$ cat src/rtl/pos_ram_access_ctrl.sv
// pos_ram_access_ctrl: shares one single-port position RAM between a burst reader and a single-word writer
// Ports: clock/rst_n (async active-low); rd_start/rd_base/rd_count start a burst, rd_busy/rd_done report it;
// out_data/out_valid/out_last/out_ready stream burst words from a FWFT buffer; wr_valid/wr_ready/wr_addr/wr_data
// request a write; ram_address/ram_data/ram_rden/ram_wren drive the RAM, ram_q returns data 2 cycles after rden.
module pos_ram_access_ctrl #(
  parameter int DEPTH      = 512,
  parameter int ADDR_WIDTH = 9,
  parameter int DATA_WIDTH = 32,
  parameter int BUF_DEPTH  = 4
) (
  input  logic                  clock,
  input  logic                  rst_n,
  input  logic                  rd_start,
  input  logic [ADDR_WIDTH-1:0] rd_base,
  input  logic [ADDR_WIDTH:0]   rd_count,
  output logic                  rd_busy,
  output logic                  rd_done,
  output logic [DATA_WIDTH-1:0] out_data,
  output logic                  out_valid,
  output logic                  out_last,
  input  logic                  out_ready,
  input  logic                  wr_valid,
  output logic                  wr_ready,
  input  logic [ADDR_WIDTH-1:0] wr_addr,
  input  logic [DATA_WIDTH-1:0] wr_data,
  output logic [ADDR_WIDTH-1:0] ram_address,
  output logic [DATA_WIDTH-1:0] ram_data,
  output logic                  ram_rden,
  output logic                  ram_wren,
  input  logic [DATA_WIDTH-1:0] ram_q
);
  localparam int BW = $clog2(BUF_DEPTH);
  localparam logic [BW+1:0] BUF_LIM = (BW+2)'(BUF_DEPTH);
  localparam logic [ADDR_WIDTH:0] DEPTH_W = (ADDR_WIDTH+1)'(DEPTH);
  typedef enum logic [1:0] {IDLE, ISSUE, DRAIN, DONE} state_t;
  state_t state_q, state_d;
  logic [ADDR_WIDTH-1:0] base_q, base_d;
  logic [ADDR_WIDTH:0] count_q, count_d, issued_q, issued_d, ret_q, ret_d, sum;
  logic p0_q, p1_q, last_wr_q, last_wr_d;
  logic [DATA_WIDTH:0] buf_q [BUF_DEPTH];
  logic [BW-1:0] wp_q, wp_d, rp_q, rp_d;
  logic [BW:0] occ_q, occ_d;
  logic [BW+1:0] used;
  logic wr_cand, rd_cand, grant_wr, grant_rd, push, pop;
  always_comb begin
    // credit: words in the RAM pipe plus words already buffered must fit the buffer
    used = (BW+2)'(occ_q) + (BW+2)'(p0_q) + (BW+2)'(p1_q);
    rd_cand = state_q == ISSUE && issued_q < count_q && used < BUF_LIM;
    wr_cand = wr_valid && rst_n;
    // on conflict the client that lost the previous conflict wins
    grant_wr = wr_cand && (!rd_cand || !last_wr_q);
    grant_rd = rd_cand && !grant_wr;
    last_wr_d = rd_cand && wr_cand ? grant_wr : last_wr_q;
    sum = {1'b0, base_q} + issued_q;
    ram_address = grant_wr ? wr_addr : grant_rd ? ADDR_WIDTH'(sum >= DEPTH_W ? sum - DEPTH_W : sum) : '0;
    ram_data = wr_data;
    ram_wren = grant_wr;
    ram_rden = grant_rd;
    wr_ready = grant_wr;
    out_valid = occ_q != '0;
    out_data = buf_q[rp_q][DATA_WIDTH-1:0];
    out_last = out_valid && buf_q[rp_q][DATA_WIDTH];
    rd_busy = state_q != IDLE;
    rd_done = state_q == DONE;
    push = p1_q;
    pop = out_valid && out_ready;
    wp_d = wp_q + BW'(push);
    rp_d = rp_q + BW'(pop);
    occ_d = occ_q + (BW+1)'(push) - (BW+1)'(pop);
    issued_d = issued_q + (ADDR_WIDTH+1)'(grant_rd);
    ret_d = ret_q + (ADDR_WIDTH+1)'(push);
    base_d = base_q;
    count_d = count_q;
    state_d = state_q;
    case (state_q)
      IDLE: if (rd_start) begin
        base_d = rd_base;
        count_d = rd_count;
        issued_d = '0;
        ret_d = '0;
        state_d = rd_count == '0 ? DONE : ISSUE;
      end
      ISSUE: state_d = issued_q == count_q ? DRAIN : ISSUE;
      DRAIN: state_d = pop && out_last ? DONE : DRAIN;
      DONE: state_d = IDLE;
    endcase
  end
  always_ff @(posedge clock or negedge rst_n) begin
    if (!rst_n) begin
      state_q <= IDLE;
      base_q <= '0;
      count_q <= '0;
      issued_q <= '0;
      ret_q <= '0;
      p0_q <= 1'b0;
      p1_q <= 1'b0;
      last_wr_q <= 1'b0;
      wp_q <= '0;
      rp_q <= '0;
      occ_q <= '0;
      for (int i = 0; i < BUF_DEPTH; i++) buf_q[i] <= '0;
    end else begin
      state_q <= state_d;
      base_q <= base_d;
      count_q <= count_d;
      issued_q <= issued_d;
      ret_q <= ret_d;
      p0_q <= grant_rd;
      p1_q <= p0_q;
      last_wr_q <= last_wr_d;
      wp_q <= wp_d;
      rp_q <= rp_d;
      occ_q <= occ_d;
      if (push) buf_q[wp_q] <= {ret_q == count_q - (ADDR_WIDTH+1)'(1), ram_q};
    end
  end
endmodule

$ cat config.mk
export PLATFORM = sky130hd
export DESIGN_NAME = pos_ram_access_ctrl
export DESIGN_NICKNAME = d
export VERILOG_FILES = /design/src/rtl/pos_ram_access_ctrl.sv
export SDC_FILE = /design/constraint.sdc
export NUM_CORES = 1
export LEC_CHECK = 0
export ABC_AREA = 1
export BUFFER_PORTS_ARGS = -buffer_cell sky130_fd_sc_hd__buf_2
export CORE_MARGIN = 3
export CORE_UTILIZATION = 51
export CTS_CLUSTER_DIAMETER = 40
export DETAILED_ROUTE_END_ITERATION = 8
export GPL_TIMING_DRIVEN = 1
export PLACE_DENSITY = 0.76
export SLEW_MARGIN = 20
export SYNTH_ARGS = -nofsm -noshare
export SYNTH_HDL_FRONTEND = slang
export SYNTH_SLANG_ARGS = --single-unit
$ cat constraint.sdc
create_clock -name clock -period 2.7 [get_ports clock]
set_input_delay 0.54 -clock clock [delete_from_list [all_inputs] [get_ports clock]]
set_output_delay 0.54 -clock clock [all_outputs]
set_load 0.01 [all_outputs]
==> results.yml <==
logic_synthesis:
  ys.flop_type: "dfrtp_1"
  async_set_reset_flop_share_out_of_synthesis_pct: 100.0
  synth_enable_flop_cells: 0
  synth_cells: 1146
  synth.area.top_cells: "dfrtp_1, nand2_1, o21ai_0"
  post_synth_instance_area_sq_mm: 0.009410
  synth.largest_area_cell: "dfrtp_1"
  yosysUniqueCellTypes: 37
  post-synth-top-count-cell: "nand2_1"
  synth_top_cell_area_share_pct: 48.66
  synth-warning-count: 0
  synth.avg_cell_area_sq_um: 8.211
  synthesized_nets: 1274
  ys_seq_area_share_pct: 48.66
  yosys-top-cells-count: "nand2_1, o21ai_0, dfrtp_1, nor2_1, inv_1"
  ys_seq_elements: 183
timing:
  finalMaxSlewViolations: 0
  fin_worst_skew_ps: 13.71
  final_min_period_over_clock_period_pct: 104.5
  layout_min_cycle_time_ps: 2822
  post-route-worst-setup-slack_ps: -122.0
  final_hold_viol_count: 0
  fmax_ghz: 0.3544
  setup_viol: 13
  unrepaired_setup_endpoints_after_global_routing: "yes"
  worstMarginPinSlew_ps: 714.1
  worst_slew_margin_rel_pct: 52.39
global_routing:
  global_route.usage.total_pct: 22.55
  grt_antenna_before_repair: 0
  grt_util_met2_pct: 37.34
  grt_overflow_total: 0
  gr-usage-met1_pct: 29.63
  first_global_vias: 7669
  met3_usage_pct: 5.426
  top_usage_layer: "met2"
  largest_net_degree_at_the_start_of_global_routing: 137
  global_route_wire_length_before_repair_mm: 36.93
clocking:
  clock_tree.buffer_depth: 2
  cts-root-buf: "clkbuf_16"
  clkTransAtPathRegs_ps: 70
  clock_insertion_delay_worst_skew_ps: 440
  tritoncts.num_buffers: 17
  cts.sinks: 183
  ctsHtreeMaxLevel: 4
  postCtsHoldBufs: 0
  tritoncts: "yes"
cells_and_area:
  nNetsFinal: 1364
  layout-drive-gt1-share_pct: 20.26
  syn2layout_area_growth_pct: 16.98
  antenna-diode-count: 0
  finish.instance_area_sq_mm: 0.01101
  filler_cell_count: 1567
  finalNonFillerCells: 1478
power_and_ir_drop:
  power_per_cell_area_mw_per_mm2: 1334
  power_leakage_nw: 5.511
  peakVddDrop_v: 0.0007649
  design_power_total_w: 0.01469
floorplan:
  num_rows: 49
  design.portCount: 177
  initial_core_utilization_pct: 52.21
  die_y_um: 141.8
  die_x_um: 141.8
  core_area_sq_mm: 0.01802
  die_area_sq_mm: 0.02012
place:
  globalplace.congestion: 0.8537
  placement.io_buffers: 112
  place_inst: 1439
  area_post_placement_sq_mm: 0.01013
  detailed_place_hpwl_mm: 14.58
worst_setup_path:
  regToRegSetupSlack_ps: -20
  critPathKind: "reg2out"
  end_kind: "output pin"
  critPathMaxFanout: 10
  crit_slowest_cell: "dfrtp_1"
  timing.critical_path.from: "count_q[8]"
  timing.critical_path.required_ps: 2160
  rr_startpoint: "count_q[8]"
  path_cells: "inv_2, ha_4, nand2_4, inv_2, nand2_1, nor2_1, nor2_1, nand2_2, nor3_2, buf_4, o211ai_1, nand2_1, buf_2"
  critical_path_max_stage_delay_ps: 390
  critPathArrivalTime_ps: 2280
  worst_setup_start_kind: "register"
flow_run:
  cap_viol_max_count: 0
detailed_routing:
  dr_total_vias: 7868
  drc: 0
  detailedRoute.firstPassIterationCount: 5
  routed_wl_mm: 22.21
  number_of_nets_with_antenna_violations_after_detailed_routing: 0
  drt_first_iter_violations: 466
  wl_per_cell_um: 15.03
  viasPerCell: 5.323
min_path:
  worst_hold_path_type: "in2async"
run_status:
  status: "finished, violations left"
  failed_checks: "negative setup slack"
==> area by class of cell <==
type	instances	area [sq um]	share of cell area, %
Clock buffer	21	460.4	4.183
Clock inverter	11	135.1	1.228
Inverter	105	394.1	3.580
Multi-Input combinational cell	767	4108	37.32
Sequential cell	183	4581	41.61
Tap cell	229	286.5	2.603
Timing Repair Buffer	162	1044	9.479
==> final timing paths <==
check / to / cells after the start
hold reg to reg: p1_q / 0
max in group asynchronous: rp_q[0] / 3
min in group clock: base_q[3] / 3
setup reg to reg: issued_q[8] / 22
setup / recovery: ram_address[0] / 13
hold / removal: buf_q[33] / 2
==> sequential cells by signal (all words and copies together) (netlist names) <==
| register | count |
|---|---|
| buf_q | 132 |
| count_q | 10 |
| issued_q | 10 |
| ret_q | 10 |
| base_q | 9 |
| occ_q | 3 |
| rp_q | 2 |
| state_q | 2 |
| wp_q | 2 |
| last_wr_q | 1 |
| p0_q | 1 |
| p1_q | 1 |
==> stage by stage <==
| step | hold WS (ps) | utilization, % | TNS, ps | setup WS, ps |
|---|---|---|---|---|
| final | 267.5 | 61.07 | -781.3 | -122.0 |
| after global routing | 299.2 | 61.07 | -2434 | -225.1 |
| after CTS | 294.3 | 60.28 | -1039 | -123.1 |
| after detailed placement | 372.1 | 56.18 | -84.00 | -84.00 |
| after global placement | 369.2 | 56.18 | 0 | 29.22 |
| after floorplan | 244.4 | - | 0 | 0.5107 |
==> cells in the final DEF, fill, tap and decap left out, drive strengths merged, types with 3 or more instances in the layout <==
cell type  count
a21oi         18
buf          162
clkbuf        21
clkinv         6
dfrtp        183
ha            29
inv          108
nand2        264
nand3         35
nand4         11
nor2         106
nor3          14
nor4           3
o211ai        10
o21a           3
o21ai        212
o21bai         4
o22ai         32
xnor2          4
xor2          12
==> metal layers <==
metal / part of all wire (%) / vias to the layer above
li1: - / 3905
met5: 0 / -
met3: 6.3 / 29
met1: 44 / 3718
met2: 48 / 216
met4: 1.5 / 0
==> repair_timing <==
item / in CTS / in global routing
pin swaps: 10 / 16
buffers inserted: 2 / 5
setup endpoints to repair: 13 / 19
gates resized for setup: 26 / 18
==> cell families (layout without fill, tap and decap cells) <==
logic type | after synthesis | after routing | share of synthesized area [%]
and+or+nand+nor | 438 | 438 | 19.65
AOI/OAI and AO/OA | 282 | 282 | 15.94
buffers and inverters | 196 | 299 | 9.972
DFF | 183 | 183 | 48.66
adders and majority gates | 31 | 31 | 4.281
xor gates and xnor gates | 16 | 16 | 1.489
==> where the power goes <==
group | internal [W] | switching, W | total (W) | leakage [nW]
sequential | 0.00405 | 0.000799 | 0.00485 | 2.24
combinational | 0.00302 | 0.00430 | 0.00732 | 2.97
clock | 0.00143 | 0.00108 | 0.00251 | 0.293
==> critical path: cells and delay by family (launching register included) <==
kind                     cells  cell delay [ps]
flip-flops                   1              390
buffers and inverters        4              470
AND/OR/NAND/NOR              7              650
AO/OA/AOI/OAI                1              130
adder cells (fa/ha/maj)      1              200
Note: power is estimated with default switching activity, not from simulation.
